==> config.mk <==
export PLATFORM = sky130hd
export DESIGN_NAME = noc_in_buf
export DESIGN_NICKNAME = d
export VERILOG_FILES = /design/src/rtl/noc_in_buf_pkg.sv /design/src/rtl/noc_in_buf.sv
export SDC_FILE = /design/constraint.sdc
export NUM_CORES = 1
export LEC_CHECK = 0
export CAP_MARGIN = 20
export CORE_ASPECT_RATIO = 2
export CORE_MARGIN = 5
export CORE_UTILIZATION = 50
export CTS_CLUSTER_SIZE = 25
export DETAILED_ROUTE_END_ITERATION = 12
export GPL_TIMING_DRIVEN = 0
export HOLD_SLACK_MARGIN = 0.02
export PLACE_DENSITY = 0.72
export RECOVER_POWER = 25
export SKIP_LAST_GASP = 1
export SLEW_MARGIN = 20
export SYNTH_ARGS = -nofsm -noshare
export SYNTH_HDL_FRONTEND = slang
export SYNTH_SLANG_ARGS = --single-unit
==> constraint.sdc <==
create_clock -name rc_clk -period 2.7 [get_ports rc_clk]
set_input_delay 0.54 -clock rc_clk [delete_from_list [all_inputs] [get_ports rc_clk]]
set_output_delay 0.54 -clock rc_clk [all_outputs]
set_load 0.02 [all_outputs]
==> src/rtl/noc_in_buf_pkg.sv <==
// noc_in_buf_pkg
//   Flit layout constants shared by the mesh router input stage.
//   A flit is {src, dst, timestamp, data, type}. Bit 0 (the low bit of
//   the type field) marks a request flit.
//   Contents: field widths, total flit width, request-flag index, a
//   packed flit struct and a small decode helper.
package noc_in_buf_pkg;

  localparam int ADDR_WIDTH   = 4;
  localparam int TIME_WIDTH   = 8;
  localparam int PDATA_WIDTH  = 22;
  localparam int TYPE_WIDTH   = 2;
  localparam int FLIT_WIDTH   = 2*ADDR_WIDTH + TIME_WIDTH + PDATA_WIDTH + TYPE_WIDTH;
  localparam int FLIT_REQ_BIT = 0;

  typedef struct packed {
    logic [ADDR_WIDTH-1:0]  src;
    logic [ADDR_WIDTH-1:0]  dst;
    logic [TIME_WIDTH-1:0]  timestamp;
    logic [PDATA_WIDTH-1:0] data;
    logic [TYPE_WIDTH-1:0]  ftype;
  } flit_t;

  function automatic logic is_request(input logic [FLIT_WIDTH-1:0] flit);
    return flit[FLIT_REQ_BIT];
  endfunction

endpackage

==> src/rtl/noc_in_buf.sv <==
// noc_in_buf
//   Per-port input flit buffer ahead of route computation. A small
//   circular FIFO with show-ahead head output. Flit contents are never
//   inspected; requests and responses are forwarded identically.
// Ports
//   rc_clk       in   clock, rising edge
//   rst_n        in   asynchronous active-low reset
//   in_data      in   flit from link
//   in_valid     in   in_data valid
//   in_ready     out  buffer can accept (== !full)
//   out_data     out  head flit (route computation data_in)
//   out_valid    out  head flit present
//   out_ready    in   route computation takes head this cycle
//   count        out  occupancy 0..DEPTH
//   full         out  count == DEPTH
//   empty        out  count == 0
//   almost_full  out  count >= AFULL_TH
module noc_in_buf
  import noc_in_buf_pkg::*;
#(
  parameter int DATASIZE = FLIT_WIDTH,
  parameter int DEPTH    = 4,
  parameter int AFULL_TH = 3
) (
  input  logic                     rc_clk,
  input  logic                     rst_n,
  input  logic [DATASIZE-1:0]      in_data,
  input  logic                     in_valid,
  output logic                     in_ready,
  output logic [DATASIZE-1:0]      out_data,
  output logic                     out_valid,
  input  logic                     out_ready,
  output logic [$clog2(DEPTH):0]   count,
  output logic                     full,
  output logic                     empty,
  output logic                     almost_full
);

  localparam int IDX_W = $clog2(DEPTH);
  localparam int PTR_W = IDX_W + 1;

  logic [DATASIZE-1:0] mem [DEPTH];
  logic [PTR_W-1:0]    wr_ptr;
  logic [PTR_W-1:0]    rd_ptr;
  logic [PTR_W-1:0]    count_q;
  logic                push;
  logic                pop;

  // Pointers carry one extra wrap bit: same index with differing wrap
  // bits means the writer is a full lap ahead of the reader.
  assign full        = (wr_ptr[IDX_W-1:0] == rd_ptr[IDX_W-1:0]) &&
                       (wr_ptr[IDX_W] != rd_ptr[IDX_W]);
  assign empty       = (wr_ptr == rd_ptr);
  assign in_ready    = !full;
  assign out_valid   = !empty;
  assign count       = count_q;
  assign almost_full = (count_q >= PTR_W'(AFULL_TH));

  // Gating by in_ready/out_valid rules out bypass when empty and keeps
  // in_ready independent of out_ready when full.
  assign push = in_valid && in_ready;
  assign pop  = out_valid && out_ready;

  // Show-ahead head read; when empty this is stale and ignored downstream.
  assign out_data = mem[rd_ptr[IDX_W-1:0]];

  always_ff @(posedge rc_clk or negedge rst_n) begin
    if (!rst_n) begin
      wr_ptr  <= '0;
      rd_ptr  <= '0;
      count_q <= '0;
      for (int i = 0; i < DEPTH; i++) begin
        mem[i] <= '0;
      end
    end else begin
      if (push) begin
        mem[wr_ptr[IDX_W-1:0]] <= in_data;
        wr_ptr                 <= wr_ptr + PTR_W'(1);
      end
      if (pop) begin
        rd_ptr <= rd_ptr + PTR_W'(1);
      end
      case ({push, pop})
        2'b10:   count_q <= count_q + PTR_W'(1);
        2'b01:   count_q <= count_q - PTR_W'(1);
        default: count_q <= count_q;
      endcase
    end
  end

endmodule
Word level (Yosys, flattened, before mapping)
Index checks and enable logic that the tools add are counted.

operators by class
  equality and inequality tests = 5
  order comparisons = 4
  bitwise gates (word level) = 2
  mux-type cells = 7
  $add $sub $neg = 4
  reductions and logical operators = 7

operators with widths
  kind                                                                                 count
  160-bit bitwise mux                                                                  1
  40-bit two-way mux                                                                   3
  40-bit binary-select mux with 2-bit select                                           1
  40-bit demux with 2-bit select                                                       1
  3-bit by 1-bit adder with 3-bit output, second input constant                        3
  3-bit greater-or-equal comparator, second input constant                             2
  2-bit NOT with 3-bit output                                                          2
  3-bit one-hot mux with 2 select lines                                                1
  1-bit logical AND                                                                    4
  3-bit equality test                                                                  1
  3-bit by 2-bit greater-or-equal comparator with 1-bit output, second input constant  1
  3-bit by 1-bit less-than comparator with 1-bit output, second input constant         1
  3-bit by 1-bit subtractor with 3-bit output, second input constant                   1
  2-bit by 1-bit equality test with 1-bit output, second input constant                1
  2-bit equality test                                                                  1
  2-bit equality test, second input constant                                           1
  1-bit logical NOT                                                                    2
  2-bit nonzero test                                                                   1
  1-bit != test                                                                        1

word-level totals
  output and inout bits = 48
  bits in registers = 169
  logic and storage cells = 36

Longest topological paths before layout
  depth in word-level cells = 6
  mapped depth = 10
  mapped depth without buffers = 9

Least setup slack after synthesis
Ideal clock, no wire load.

  path kind = flip-flop to flip-flop
  from = register rd_ptr[1]
  to = register count_q[2], in the netlist count[2]
  setup time = 0.080 ns
  path buffers = 1
  arrival time = 2.065 ns
  path slack = 0.555 ns
  clock period less this slack = 2.145 ns
  cell stages (with the launch flop) = 10
  data required time = 2.620 ns
  cell sequence = dfrtp_1 > buf_2 > xor2_1 > o31ai_2 > ha_1 > inv_1 > fa_1 > xor2_1 > nor2_1 > xor2_1

between the ends
  longest elaborated chain between the ends = 6
  elaborated cells between the ends (all ways) = 11

ends and longest elaborated chain
  element                                                                                line              text
  start, declared                                                                        noc_in_buf.sv:44  logic [PTR_W-1:0] rd_ptr;
  start signal, assigned                                                                 noc_in_buf.sv:81  rd_ptr <= rd_ptr + PTR_W'(1);
  2-bit equality test                                                                    noc_in_buf.sv:51  assign full = (wr_ptr[IDX_W-1:0] == rd_ptr[IDX_W-1:0]) &&
  1-bit logical AND                                                                      noc_in_buf.sv:51
  1-bit logical NOT                                                                      noc_in_buf.sv:54  assign in_ready = !full;
  1-bit logical AND                                                                      noc_in_buf.sv:61  assign push = in_valid && in_ready;
  2-bit by 1-bit equality test with 1-bit output or 2-bit equality test (tied branches)  noc_in_buf.sv:83  case ({push, pop})
  3-bit one-hot mux with 2 select lines or 2-bit nonzero test (tied branches)            n/a
  end signal, assigned                                                                   noc_in_buf.sv:84  2'b10: count_q <= count_q + PTR_W'(1);
  end signal, assigned                                                                   noc_in_buf.sv:85  2'b01: count_q <= count_q - PTR_W'(1);
  end signal, assigned                                                                   noc_in_buf.sv:86  default: count_q <= count_q;
  end, declared                                                                          noc_in_buf.sv:45  logic [PTR_W-1:0] count_q;

Parallel ways exist; a longest one is shown, timed or not.
A chain may end at the register's enable or synchronous reset.

Final worst setup path
  from = register rd_ptr[0]
  to = output port out_data[31]

between the ends
  longest elaborated chain between the ends = 4

ends and longest elaborated chain
  element                                                 line              text
  2-bit NOT with 3-bit output (implied by the code)       noc_in_buf.sv:65  assign out_data = mem[rd_ptr[IDX_W-1:0]];
  40-bit binary-select mux with 2-bit select              noc_in_buf.sv:65
  40-bit two-way mux (implied by the code) (2 in series)  noc_in_buf.sv:65
  end, declared                                           noc_in_buf.sv:30  output logic [DATASIZE-1:0] out_data,

No other way between the ends. The select of a mux whose other input is x is not followed.

==> flow_summary.html <==
<table>
<tr><th>Metric</th><th>Value</th></tr>
<tr><th colspan="2">Run status</th></tr>
<tr><td>Status</td><td>finished, violations left</td></tr>
<tr><td>Failing checks</td><td>capacitance limit, slew limit</td></tr>
<tr><th colspan="2">Pwr</th></tr>
<tr><td>Final Total Pwr</td><td>0.01473 W</td></tr>
<tr><td>Leakage power figure</td><td>4.442 nW</td></tr>
<tr><td>Power density over the cells</td><td>1464 nW/um^2</td></tr>
<tr><td>Worst voltage drop across the vdd grid</td><td>888.2 uV</td></tr>
<tr><th colspan="2">GRT</th></tr>
<tr><td>Pin count of the biggest net entering global routing</td><td>97</td></tr>
<tr><td>Number of global-route vias before repair</td><td>4945</td></tr>
<tr><td>GR Util All Layers</td><td>0.1856</td></tr>
<tr><td>Fraction of met2 tracks used by global routing</td><td>0.3263</td></tr>
<tr><td>Antenna violations before repair</td><td>0</td></tr>
<tr><td>Met3 track demand over resource</td><td>0.03506</td></tr>
<tr><td>Met1 GRT Util</td><td>0.2258</td></tr>
<tr><td>Wire length of the first global-routing pass</td><td>27.38 mm</td></tr>
<tr><td>Gr ovfl total</td><td>0</td></tr>
<tr><td>GRT Max-Usage Layer</td><td>met2</td></tr>
<tr><th colspan="2">Yosys</th></tr>
<tr><td>Fraction of synthesized cell area taken by the top area cell type</td><td>0.5149</td></tr>
<tr><td>Xor/xnor share of the synthesized area</td><td>0.01797</td></tr>
<tr><td>Multiplexer share of the synthesized area</td><td>0.4056</td></tr>
<tr><td>Fraction of the mapped netlist area in simple logic gates</td><td>0.005027</td></tr>
<tr><td>Main synth FF type</td><td>dfrtp_1</td></tr>
<tr><td>Share of flip-flops with an asynchronous set or reset after synthesis</td><td>1.000</td></tr>
<tr><td>Number of warnings printed during yosys synthesis</td><td>0</td></tr>
<tr><td>Adder-cell share of the synthesized area</td><td>0.01158</td></tr>
<tr><td>Top area cells in the synthesized netlist</td><td>dfrtp_1 (51%), mux2_4 (29%), mux4_2 (11%)</td></tr>
<tr><td>Avg Inst Size Synth</td><td>18.54 sq um</td></tr>
<tr><td>Distinct cell type count of the synthesized netlist</td><td>22</td></tr>
<tr><td>Main combinational cell family by area after synthesis</td><td>multiplexers</td></tr>
<tr><td>Post-Synthesis Cell Area</td><td>8214 sq um</td></tr>
<tr><td>Number of storage elements in the synthesis netlist</td><td>169</td></tr>
<tr><td>Top cell type by total area after synthesis</td><td>dfrtp_1</td></tr>
<tr><td>Mapped Nets</td><td>494</td></tr>
<tr><td>Number of instances in the synthesized netlist</td><td>443</td></tr>
<tr><td>Sequential fraction of the synthesis area</td><td>0.5149</td></tr>
<tr><td>Most frequent cells after synthesis</td><td>dfrtp_1 (169), mux2_4 (159), mux4_2 (40), buf_6 (16), nand2_1 (7)</td></tr>
<tr><td>Library cell with the highest instance count after synthesis</td><td>dfrtp_1</td></tr>
<tr><td>EDFF count, synth</td><td>0</td></tr>
<tr><td>Area fraction in compound gates after synthesis</td><td>0.01478</td></tr>
<tr><th colspan="2">Setup path</th></tr>
<tr><td>Nature of the critical path endpoint</td><td>output port</td></tr>
<tr><td>Kind of launch point of the worst setup path</td><td>flop</td></tr>
<tr><td>Data required time at the worst endpoint</td><td>2.16 ns</td></tr>
<tr><td>Type of the worst setup path</td><td>flop to output port</td></tr>
<tr><td>Largest fanout on the critical path</td><td>7</td></tr>
<tr><td>R2R depth</td><td>9</td></tr>
<tr><td>Arrival time at the worst endpoint</td><td>2.09 ns</td></tr>
<tr><th colspan="2">Route</th></tr>
<tr><td>Remaining DRCs</td><td>0</td></tr>
<tr><td>Antenna Nets Post-Route</td><td>0</td></tr>
<tr><td>Ratio of routed vias to standard cells</td><td>5.449</td></tr>
<tr><td>Vias post-DR</td><td>4212</td></tr>
<tr><td>Post-DR wirelength/cell</td><td>21.58 um</td></tr>
<tr><td>Pre-Repair DR Iteration Count</td><td>4</td></tr>
<tr><td>Routed wire length</td><td>16.68 mm</td></tr>
<tr><td>Detailed router's first-iteration violation count</td><td>128</td></tr>
<tr><th colspan="2">Min path</th></tr>
<tr><td>Classification of the worst-slack hold path</td><td>flop to flop</td></tr>
<tr><td>Number of cells traversed by the worst hold path</td><td>1</td></tr>
<tr><th colspan="2">Timing</th></tr>
<tr><td>Final-report max-slew violation count</td><td>96</td></tr>
<tr><td>Unrepaired setup endpoints after global routing</td><td>true</td></tr>
<tr><td>Fin Clk Skew</td><td>0.01063 ns</td></tr>
<tr><td>Relative slew slack</td><td>-0.4249</td></tr>
<tr><td>Slew at the pin closest to its max-slew limit</td><td>2.137 ns</td></tr>
<tr><td>Max Clk Rate</td><td>380.0 MHz</td></tr>
<tr><td>Final hold violation count</td><td>0</td></tr>
<tr><td>Period Utilization, post-route</td><td>0.9746</td></tr>
<tr><td>Accumulated negative setup slack</td><td>0 ns</td></tr>
<tr><td>Clock period minus final worst setup slack</td><td>2.631 ns</td></tr>
<tr><td>Final setup violation count</td><td>0</td></tr>
<tr><th colspan="2">Die</th></tr>
<tr><td>Boundary pin count</td><td>92</td></tr>
<tr><td>Die extent in y</td><td>191.3 um</td></tr>
<tr><td>Area of the die</td><td>19250 sq um</td></tr>
<tr><td>Die W</td><td>100.6 um</td></tr>
<tr><td>Site row count</td><td>66</td></tr>
<tr><td>Starting utilization of the core area</td><td>0.5075</td></tr>
<tr><td>Core ar.</td><td>16190 sq um</td></tr>
<tr><th colspan="2">Clocking</th></tr>
<tr><td>Maximum buffer depth of the clock tree</td><td>2</td></tr>
<tr><td>Hold buffer count at CTS</td><td>0</td></tr>
<tr><td>Sinks on the clock net</td><td>169</td></tr>
<tr><td>Clock Root Buffer</td><td>clkbuf_16</td></tr>
<tr><td>TritonCTS Buffers</td><td>17</td></tr>
<tr><td>TritonCTS clock tree</td><td>built</td></tr>
<tr><td>Clock-pin slew on the worst setup and hold paths</td><td>0.07 ns</td></tr>
<tr><td>Clock network latency to the later pin of the worst-skew pair</td><td>0.42 ns</td></tr>
<tr><td>Count of H-tree levels built during CTS</td><td>4</td></tr>
<tr><th colspan="2">Placed design</th></tr>
<tr><td>Port Buf Inserts</td><td>91</td></tr>
<tr><td>Final RePlAce weighted congestion</td><td>0.7581</td></tr>
<tr><td>Detailed Place HPWL</td><td>11.21 mm</td></tr>
<tr><th colspan="2">Final layout</th></tr>
<tr><td>Net count of the finished layout</td><td>607</td></tr>
<tr><td>Synth-to-layout area growth</td><td>22.48%</td></tr>
<tr><td>Share of post-route cells with drive strength above 1</td><td>0.4763</td></tr>
<tr><td>Antenna cell count</td><td>0</td></tr>
<tr><th colspan="2">Job</th></tr>
<tr><td>Max-capacitance violation count</td><td>1</td></tr>
</table>
## final cells by class
type / count / area [sq um]
fillers: 1232 / 6125
flip-flops and latches: 169 / 4230
multi-input cells: 242 / 3786
repair buffers: 94 / 902.1
clock buffers: 22 / 454.2
plain buffers: 26 / 289.0
well taps: 204 / 255.2
clock inverters: 10 / 121.4
inverters: 6 / 22.52
## critical path, stage by stage, from the launching register on
cell and delay, ns:
dfrtp_1 0.36, buf_6 0.20, mux4_2 0.50, clkdlybuf4s50_1 0.60
## through the flow
step	util	std cells	instance area (sq um)	setup slack [ns]	hold slack, ns
2_1_floorplan	-	443	8214	0.5553	0.2444
3_3_place_gp	0.5795	738	9380	-5.356	0.4888
3_5_place_dp	0.5816	739	9413	-0.01292	0.4882
4_1_cts	0.6195	773	10030	-0.007543	0.1680
5_1_grt	0.6216	773	10060	-0.02830	0.5102
6_report	0.6216	773	10060	0.06854	0.5025
## logic make-up after synthesis
family	count (synthesis)
compound gates	8
buf+inv	32
simple gates	11
xor+xnor	13
mux	203
flops	169
fa+ha+maj	7
## worst paths after layout
kind                                       start                   end  slack (ns)
setup reg to reg           rd_ptr[1]$_DFFE_PN0P_  count[2]$_DFFE_PN0P_        0.28
min in group asynchronous                  rst_n  mem[147]$_DFFE_PN0P_        0.76
hold / removal              count[2]$_DFFE_PN0P_  count[2]$_DFFE_PN0P_        0.50
hold reg to reg             count[2]$_DFFE_PN0P_  count[2]$_DFFE_PN0P_        0.50
setup / recovery           rd_ptr[0]$_DFFE_PN0P_          out_data[31]        0.07
max in group asynchronous                  rst_n  mem[128]$_DFFE_PN0P_        0.69
## repair_timing
item                       CTS  global route
setup endpoints to repair   43            23
setup buffers                2             0
gates resized for setup     59            10
pin swaps                    2             0
## power breakdown
group	switching (W)	total [W]	leakage, nW	internal, W
sequential	0.000815	0.00468	2.00	0.00386
combinational	0.00322	0.00768	2.19	0.00445
clock	0.000984	0.00237	0.255	0.00139
total	0.00502	0.0147	4.44	0.00971
## cells in the final DEF, fill, tap and decap left out, types with 2 or more instances in the layout
master and n:
clkbuf_4 5, clkbuf_16 17, buf_4 2, dfrtp_1 168, xnor2_1 5, buf_8 4
clkinvlp_4 7, mux2_2 3, buf_6 17, bufinv_16 2, inv_1 6, clkbuf_1 4
xor2_1 3, xnor2_4 2, nand2_1 7, dlygate4sd2_1 39, a31oi_4 4, nor2_1 4
mux2_4 159, mux4_2 40, xor2_4 2, ha_1 6, clkdlybuf4s50_1 50
## routing by layer
metal	vias up	share of wire
met5	-	0
met4	0	0.019
met3	18	0.027
met2	64	0.54
met1	2278	0.41
li1	1852	-
## registers in the layout, summed over array words and instances (netlist names)
register / cells
wr_ptr: 3
rd_ptr: 3
count: 3
mem: 160
Power figures use the tool's default switching activity.
